## src/rtl/led_pwm_ramp_if.sv

```systemverilog
// rtl/led_pwm_ramp_if.sv - level request and LED drive signals of the PWM ramp block
//
// Purpose: bundles the requested light level and the ramp/PWM outputs so the
//          block and its driver share one connection.
// Signals:
//   i_level [2:0]  requested light level (0..4 valid, 5..7 decode to off)
//   o_pwm          LED drive, high = on
//   o_duty  [7:0]  current ramped duty value
//   o_busy         high while the ramp is moving toward the target
// Modports:
//   master  drives i_level, observes the outputs
//   slave   the ramp block itself
interface led_pwm_ramp_if;
  logic [2:0] i_level;
  logic       o_pwm;
  logic [7:0] o_duty;
  logic       o_busy;

  modport master (
    output i_level,
    input  o_pwm,
    input  o_duty,
    input  o_busy
  );

  modport slave (
    input  i_level,
    output o_pwm,
    output o_duty,
    output o_busy
  );
endinterface

```

## src/rtl/led_pwm_ramp.sv

```systemverilog
// rtl/led_pwm_ramp.sv - LED brightness ramp with shadowed 255-cycle PWM output
//
// Purpose: moves a duty value toward the target brightness of the requested
//          level in STEP increments every RAMP_DIV cycles, and drives an LED
//          with a PWM whose duty is reloaded only at period boundaries.
// Parameters:
//   RAMP_DIV  clock cycles per ramp tick (1..65535)
//   STEP      duty change per ramp tick (1..255)
// Ports:
//   i_clk      sole clock, rising edge
//   i_reset_n  asynchronous active-low reset
//   bus        led_pwm_ramp_if.slave (i_level in; o_pwm, o_duty, o_busy out)
module led_pwm_ramp #(
  parameter int RAMP_DIV = 1000,
  parameter int STEP     = 4
) (
  input  logic           i_clk,
  input  logic           i_reset_n,
  led_pwm_ramp_if.slave  bus
);

  typedef enum logic [1:0] {
    IDLE      = 2'd0,
    RAMP_UP   = 2'd1,
    RAMP_DOWN = 2'd2
  } state_t;

  localparam logic [15:0] DIV_MAX   = 16'(RAMP_DIV - 1);
  localparam logic [8:0]  STEP9     = 9'(STEP);
  localparam logic [7:0]  PWM_LAST  = 8'd254;

  logic [2:0]  level_q,   level_d;
  logic [7:0]  duty_q,    duty_d;
  logic [7:0]  duty_sh_q, duty_sh_d;
  logic [15:0] div_cnt_q, div_cnt_d;
  logic [7:0]  pwm_cnt_q, pwm_cnt_d;
  logic        pwm_q,     pwm_d;
  state_t      state_q,   state_d;

  logic        tick;
  logic [7:0]  target;
  logic [8:0]  duty_up;
  logic [8:0]  duty_dn;

  always_ff @(posedge i_clk or negedge i_reset_n) begin
    if (!i_reset_n) begin
      level_q   <= 3'd0;
      duty_q    <= 8'd0;
      duty_sh_q <= 8'd0;
      div_cnt_q <= 16'd0;
      pwm_cnt_q <= 8'd0;
      pwm_q     <= 1'b0;
      state_q   <= IDLE;
    end else begin
      level_q   <= level_d;
      duty_q    <= duty_d;
      duty_sh_q <= duty_sh_d;
      div_cnt_q <= div_cnt_d;
      pwm_cnt_q <= pwm_cnt_d;
      pwm_q     <= pwm_d;
      state_q   <= state_d;
    end
  end

  always_comb begin
    level_d   = bus.i_level;
    target    = 8'd0;
    tick      = (div_cnt_q == DIV_MAX);
    div_cnt_d = tick ? 16'd0 : div_cnt_q + 16'd1;
    duty_d    = duty_q;
    duty_up   = {1'b0, duty_q} + STEP9;
    duty_dn   = {1'b0, duty_q} - STEP9;
    state_d   = IDLE;
    pwm_cnt_d = (pwm_cnt_q == PWM_LAST) ? 8'd0 : pwm_cnt_q + 8'd1;
    duty_sh_d = duty_sh_q;
    pwm_d     = (pwm_cnt_q < duty_sh_q);

    case (level_q)
      3'd1:    target = 8'd64;
      3'd2:    target = 8'd128;
      3'd3:    target = 8'd192;
      3'd4:    target = 8'd255;
      default: target = 8'd0;
    endcase

    // 9-bit arithmetic: bit 8 of duty_up flags a sum past 255, bit 8 of
    // duty_dn flags a borrow below 0; either way the target clamps it.
    if (tick) begin
      if (duty_q < target) begin
        duty_d = (duty_up > {1'b0, target}) ? target : duty_up[7:0];
      end else if (duty_q > target) begin
        duty_d = (duty_dn[8] || (duty_dn[7:0] < target)) ? target : duty_dn[7:0];
      end
    end

    // Direction is recomputed from the live target every cycle, so a level
    // change mid-ramp redirects from the current duty without restarting.
    if (target > duty_q) begin
      state_d = RAMP_UP;
    end else if (target < duty_q) begin
      state_d = RAMP_DOWN;
    end

    // Reload on the last count so the new duty applies from count 0.
    if (pwm_cnt_q == PWM_LAST) begin
      duty_sh_d = duty_q;
    end
  end

  assign bus.o_pwm  = pwm_q;
  assign bus.o_duty = duty_q;
  assign bus.o_busy = (state_q != IDLE);

endmodule

```

## src/flat_wrapper.sv

```systemverilog
// flat-port wrapper written by rule: the top's interface ports become plain ports
module led_pwm_ramp_flat 
#(
  parameter int RAMP_DIV = 1000,
  parameter int STEP     = 4
)
  (i_clk, i_reset_n, bus_i_level, bus_o_pwm, bus_o_duty, bus_o_busy);
  led_pwm_ramp_if bus_i ();
  input  logic i_clk;
  input  logic i_reset_n;
  input wire logic [$bits(bus_i.i_level)-1:0] bus_i_level;
  output wire logic [$bits(bus_i.o_pwm)-1:0] bus_o_pwm;
  output wire logic [$bits(bus_i.o_duty)-1:0] bus_o_duty;
  output wire logic [$bits(bus_i.o_busy)-1:0] bus_o_busy;
  assign bus_i.i_level = bus_i_level;
  assign bus_o_pwm = bus_i.o_pwm;
  assign bus_o_duty = bus_i.o_duty;
  assign bus_o_busy = bus_i.o_busy;
  led_pwm_ramp #(.RAMP_DIV(RAMP_DIV), .STEP(STEP)) u_core (.i_clk(i_clk), .i_reset_n(i_reset_n), .bus(bus_i));
endmodule
```

## config.mk

```make
export PLATFORM = sky130hd
export DESIGN_NAME = led_pwm_ramp_flat
export DESIGN_NICKNAME = d
export VERILOG_FILES = /design/src/rtl/led_pwm_ramp_if.sv /design/src/rtl/led_pwm_ramp.sv /design/src/flat_wrapper.sv
export SDC_FILE = /design/constraint.sdc
export NUM_CORES = 1
export LEC_CHECK = 0
export ABC_AREA = 1
export CORE_UTILIZATION = 54
export DETAILED_ROUTE_END_ITERATION = 16
export PLACE_DENSITY = 0.82
export SKIP_LAST_GASP = 1
export SLEW_MARGIN = 20
export SYNTH_ARGS = -nofsm -noshare
export SYNTH_HDL_FRONTEND = slang
export SYNTH_SLANG_ARGS = --single-unit
```

## constraint.sdc

```tcl
create_clock -name i_clk -period 4.3 [get_ports i_clk]
set_input_delay 0.86 -clock i_clk [delete_from_list [all_inputs] [get_ports i_clk]]
set_output_delay 0.86 -clock i_clk [all_outputs]
set_load 0.005 [all_outputs]
```

==> metrics.txt <==
n_diodes=0; layout cell share with drive strength beyond 1=0.115; maximum clock path buffer count=2; Worst Skew=0.00656 ns; # fillers=504; fmax=334 MHz; routed vias/inst=5.41; die area=0.00596 mm²; Post-synth EDFFs=0; starting DRC count in detailed routing=158; Post-Syn Area per Cell=7.85 µm²; Crit path required time=4.48 ns; post-CTS setup buffers=0; Post-CTS Hold Fix Bufs=0; number of synthesized register bits=44; CP max FO=15; CTS tree=built; # Max-Cap Violations=0; HPWL Detailed=4840 µm; hold crit path type=register to register; # DRC=0; CP bufs+invs=3; crit path max-delay cell type=dfrtp_1; Worst path most repeated cell=nand2_1; Final setup viols=0; pre-CTS setup slack=1.35 ns; Fin. Hold Viols=0; Arr. time, crit path=3.18 ns; Yosys cell types=33; # clock sinks=44; Layout Utilization=0.614; Cells after Synth=389; global-route wire length before repair=11300 µm; met1 wire length=2970 µm; VDD IR-drop max=0.170 mV; crit end category=register; CP Launch Type=register; Core ar.=0.00547 mm²; final worst-path cycle share=0.696; actual slew at the worst max-slew pin=0.945 ns; DR pass1 iterations=4; Worst path top cell family by delay=simple AND/OR/NAND/NOR gates; clock root buffer=clkbuf_8; CP cell instances=nor3_4, inv_1, nand2_1, inv_1, ha_1, nand2_1, inv_1, nand2_1, nand2_1, a21oi_4, nor2_2, nor2_1, nand2_1, nor2_1, nor2_1; ys async rst share=1.00; Initial Utilization=0.558; Final Critical Period=2.99 ns; GRT Residual Overflow=0; Leakage=1.65 nW; syn nets=425; Synth warnings=0; gr usage total=0.236; Layout Cells excl Fill=479; number of H-tree levels=2; Sum Neg Setup Slack=0 ns; status=completed; top sig layer=met4; fin nets=442; fin. max-slew vios=0; die extent in x=77.2 µm; PostCTS Resize Cnt=0; FP Rows=27; # IOs=15; Die H=77.2 µm; largest net degree at the start of global routing=45; r2r setup slk=1.31 ns; Worst slew margin=0.370; Worst-Skew Late Latency=0.30 ns; final worst slack=1.31 ns; Pwr Total=0.799 mW; vias=2591; Area Overhead vs Synth=10.0%; wire length on met2=3250 µm; critical path class=register to register; sequential fraction of the synthesis area=0.361; Placed Cells=471; CTS buffer count=5; antenna viol nets, final=0; Port Buffers=14; wire length per cell=13.7 µm; routability cong.=0.903; Post-Route WL=6580 µm; dominant synthesized flop cell=dfrtp_1; vias in the first global route=2526; WL met3=209 µm; initial antenna violation count=0; clk slew on worst S/H paths=0.08 ns; RSZ-0062 raised after global routing=false; Cell Area, Synth=0.00305 mm²; pwr dens=238 mW/mm²; crit-path max cell delay=0.41 ns
cells in the final DEF, fill, tap and decap left out, types with 3 or more instances in the layout:
cell type / synthesis / routed
dfrtp_1: 44 / 44
inv_2: 4 / 4
ha_1: 31 / 31
nand2_1: 77 / 77
o21ai_0: 13 / 13
nor3_1: 7 / 7
clkdlybuf4s50_1: 0 / 13
nor4_1: 3 / 3
nor3_2: 4 / 4
clkbuf_8: 0 / 5
inv_1: 50 / 50
nand3_1: 36 / 36
nor2_1: 37 / 37
nor2_2: 9 / 9
a21oi_1: 22 / 22
nand4_1: 5 / 5
nand2_2: 10 / 10
xor2_1: 14 / 14
kinds of logic (layout without fill, tap and decap cells):
group,after synthesis,after routing,synth area share
AOI/OAI and AO/OA,39,39,0.0705
DFF,44,44,0.361
and+or+nand+nor,200,200,0.319
buffers and inverters,59,77,0.0774
adders and majority gates,31,31,0.127
xor gates and xnor gates,16,16,0.0459
power breakdown:
part / switching, mW / internal, mW / total, mW
Combinational: 0.0466 / 0.0230 / 0.0696
Sequential: 0.00154 / 0.417 / 0.418
Clock: 0.140 / 0.172 / 0.312
flip-flops by register name, summed over array words and instances (netlist names):
signal	flops
u_core.bus.o_duty	7
u_core.bus.o_pwm	1
u_core.div_cnt_q	16
u_core.duty_sh_q	7
u_core.level_q	3
u_core.pwm_cnt_q	8
u_core.state_q	2
metal layers:
metal  GRT usage  vias up
li1            -     1295
met1       0.293     1214
met2       0.414       63
met3      0.0393       19
met4      0.0698        0
met5           0        -
Yosys cell counts (2+ instances only):
| master | instances | share of area |
|---|---|---|
| xnor2_1 | 2 | 0.0057 |
| or2_2 | 2 | 0.0041 |
| o21ai_0 | 13 | 0.021 |
| nor3_1 | 7 | 0.011 |
| xor2_1 | 14 | 0.040 |
| nor4_1 | 3 | 0.0061 |
| nor2_1 | 37 | 0.045 |
| a21oi_1 | 22 | 0.036 |
| ha_1 | 31 | 0.13 |
| dfrtp_1 | 44 | 0.36 |
| nand4_1 | 5 | 0.010 |
| inv_1 | 50 | 0.061 |
| nor3_4 | 2 | 0.011 |
| nand2_1 | 77 | 0.095 |
| nor2_2 | 9 | 0.018 |
| nand3_1 | 36 | 0.059 |
| nand2_2 | 10 | 0.020 |
| buf_4 | 2 | 0.0049 |
| nand3_2 | 2 | 0.0066 |
| nor2_4 | 2 | 0.0074 |
| inv_2 | 4 | 0.0049 |
| nor3_2 | 4 | 0.013 |
through the flow:
stage	cell area [µm²]	hold slack [ns]
after floorplan	3050	0.433
after global placement	3250	0.451
after detailed placement	3250	0.472
after CTS	3360	0.483
after global routing	3360	0.508
final	3360	0.481
path summary, 6_finish.rpt:
check	depth (start not counted)	endpoint	start
worst max-delay path	15	u_core.bus.o_duty[6]	u_core.level_q[1]
worst min-delay path	1	u_core.div_cnt_q[0]	u_core.div_cnt_q[0]
worst max register to register	15	u_core.bus.o_duty[6]	u_core.level_q[1]
worst min register to register	1	u_core.div_cnt_q[0]	u_core.div_cnt_q[0]
max in group asynchronous	1	u_core.level_q[0]	i_reset_n
min in group asynchronous	1	u_core.div_cnt_q[7]	i_reset_n
area by class of cell:
cell class                      count  area (µm²)  area share
Tap cell                           72        90.1      0.0268
Clock inverter                      3        42.5      0.0127
Sequential cell                    44        1100       0.328
Timing Repair Buffer               14         135      0.0402
Clock buffer                        5        68.8      0.0205
Multi-Input combinational cell    286        1720       0.511
Inverter                           55         206      0.0614
(Power assumes the default switching activity.)
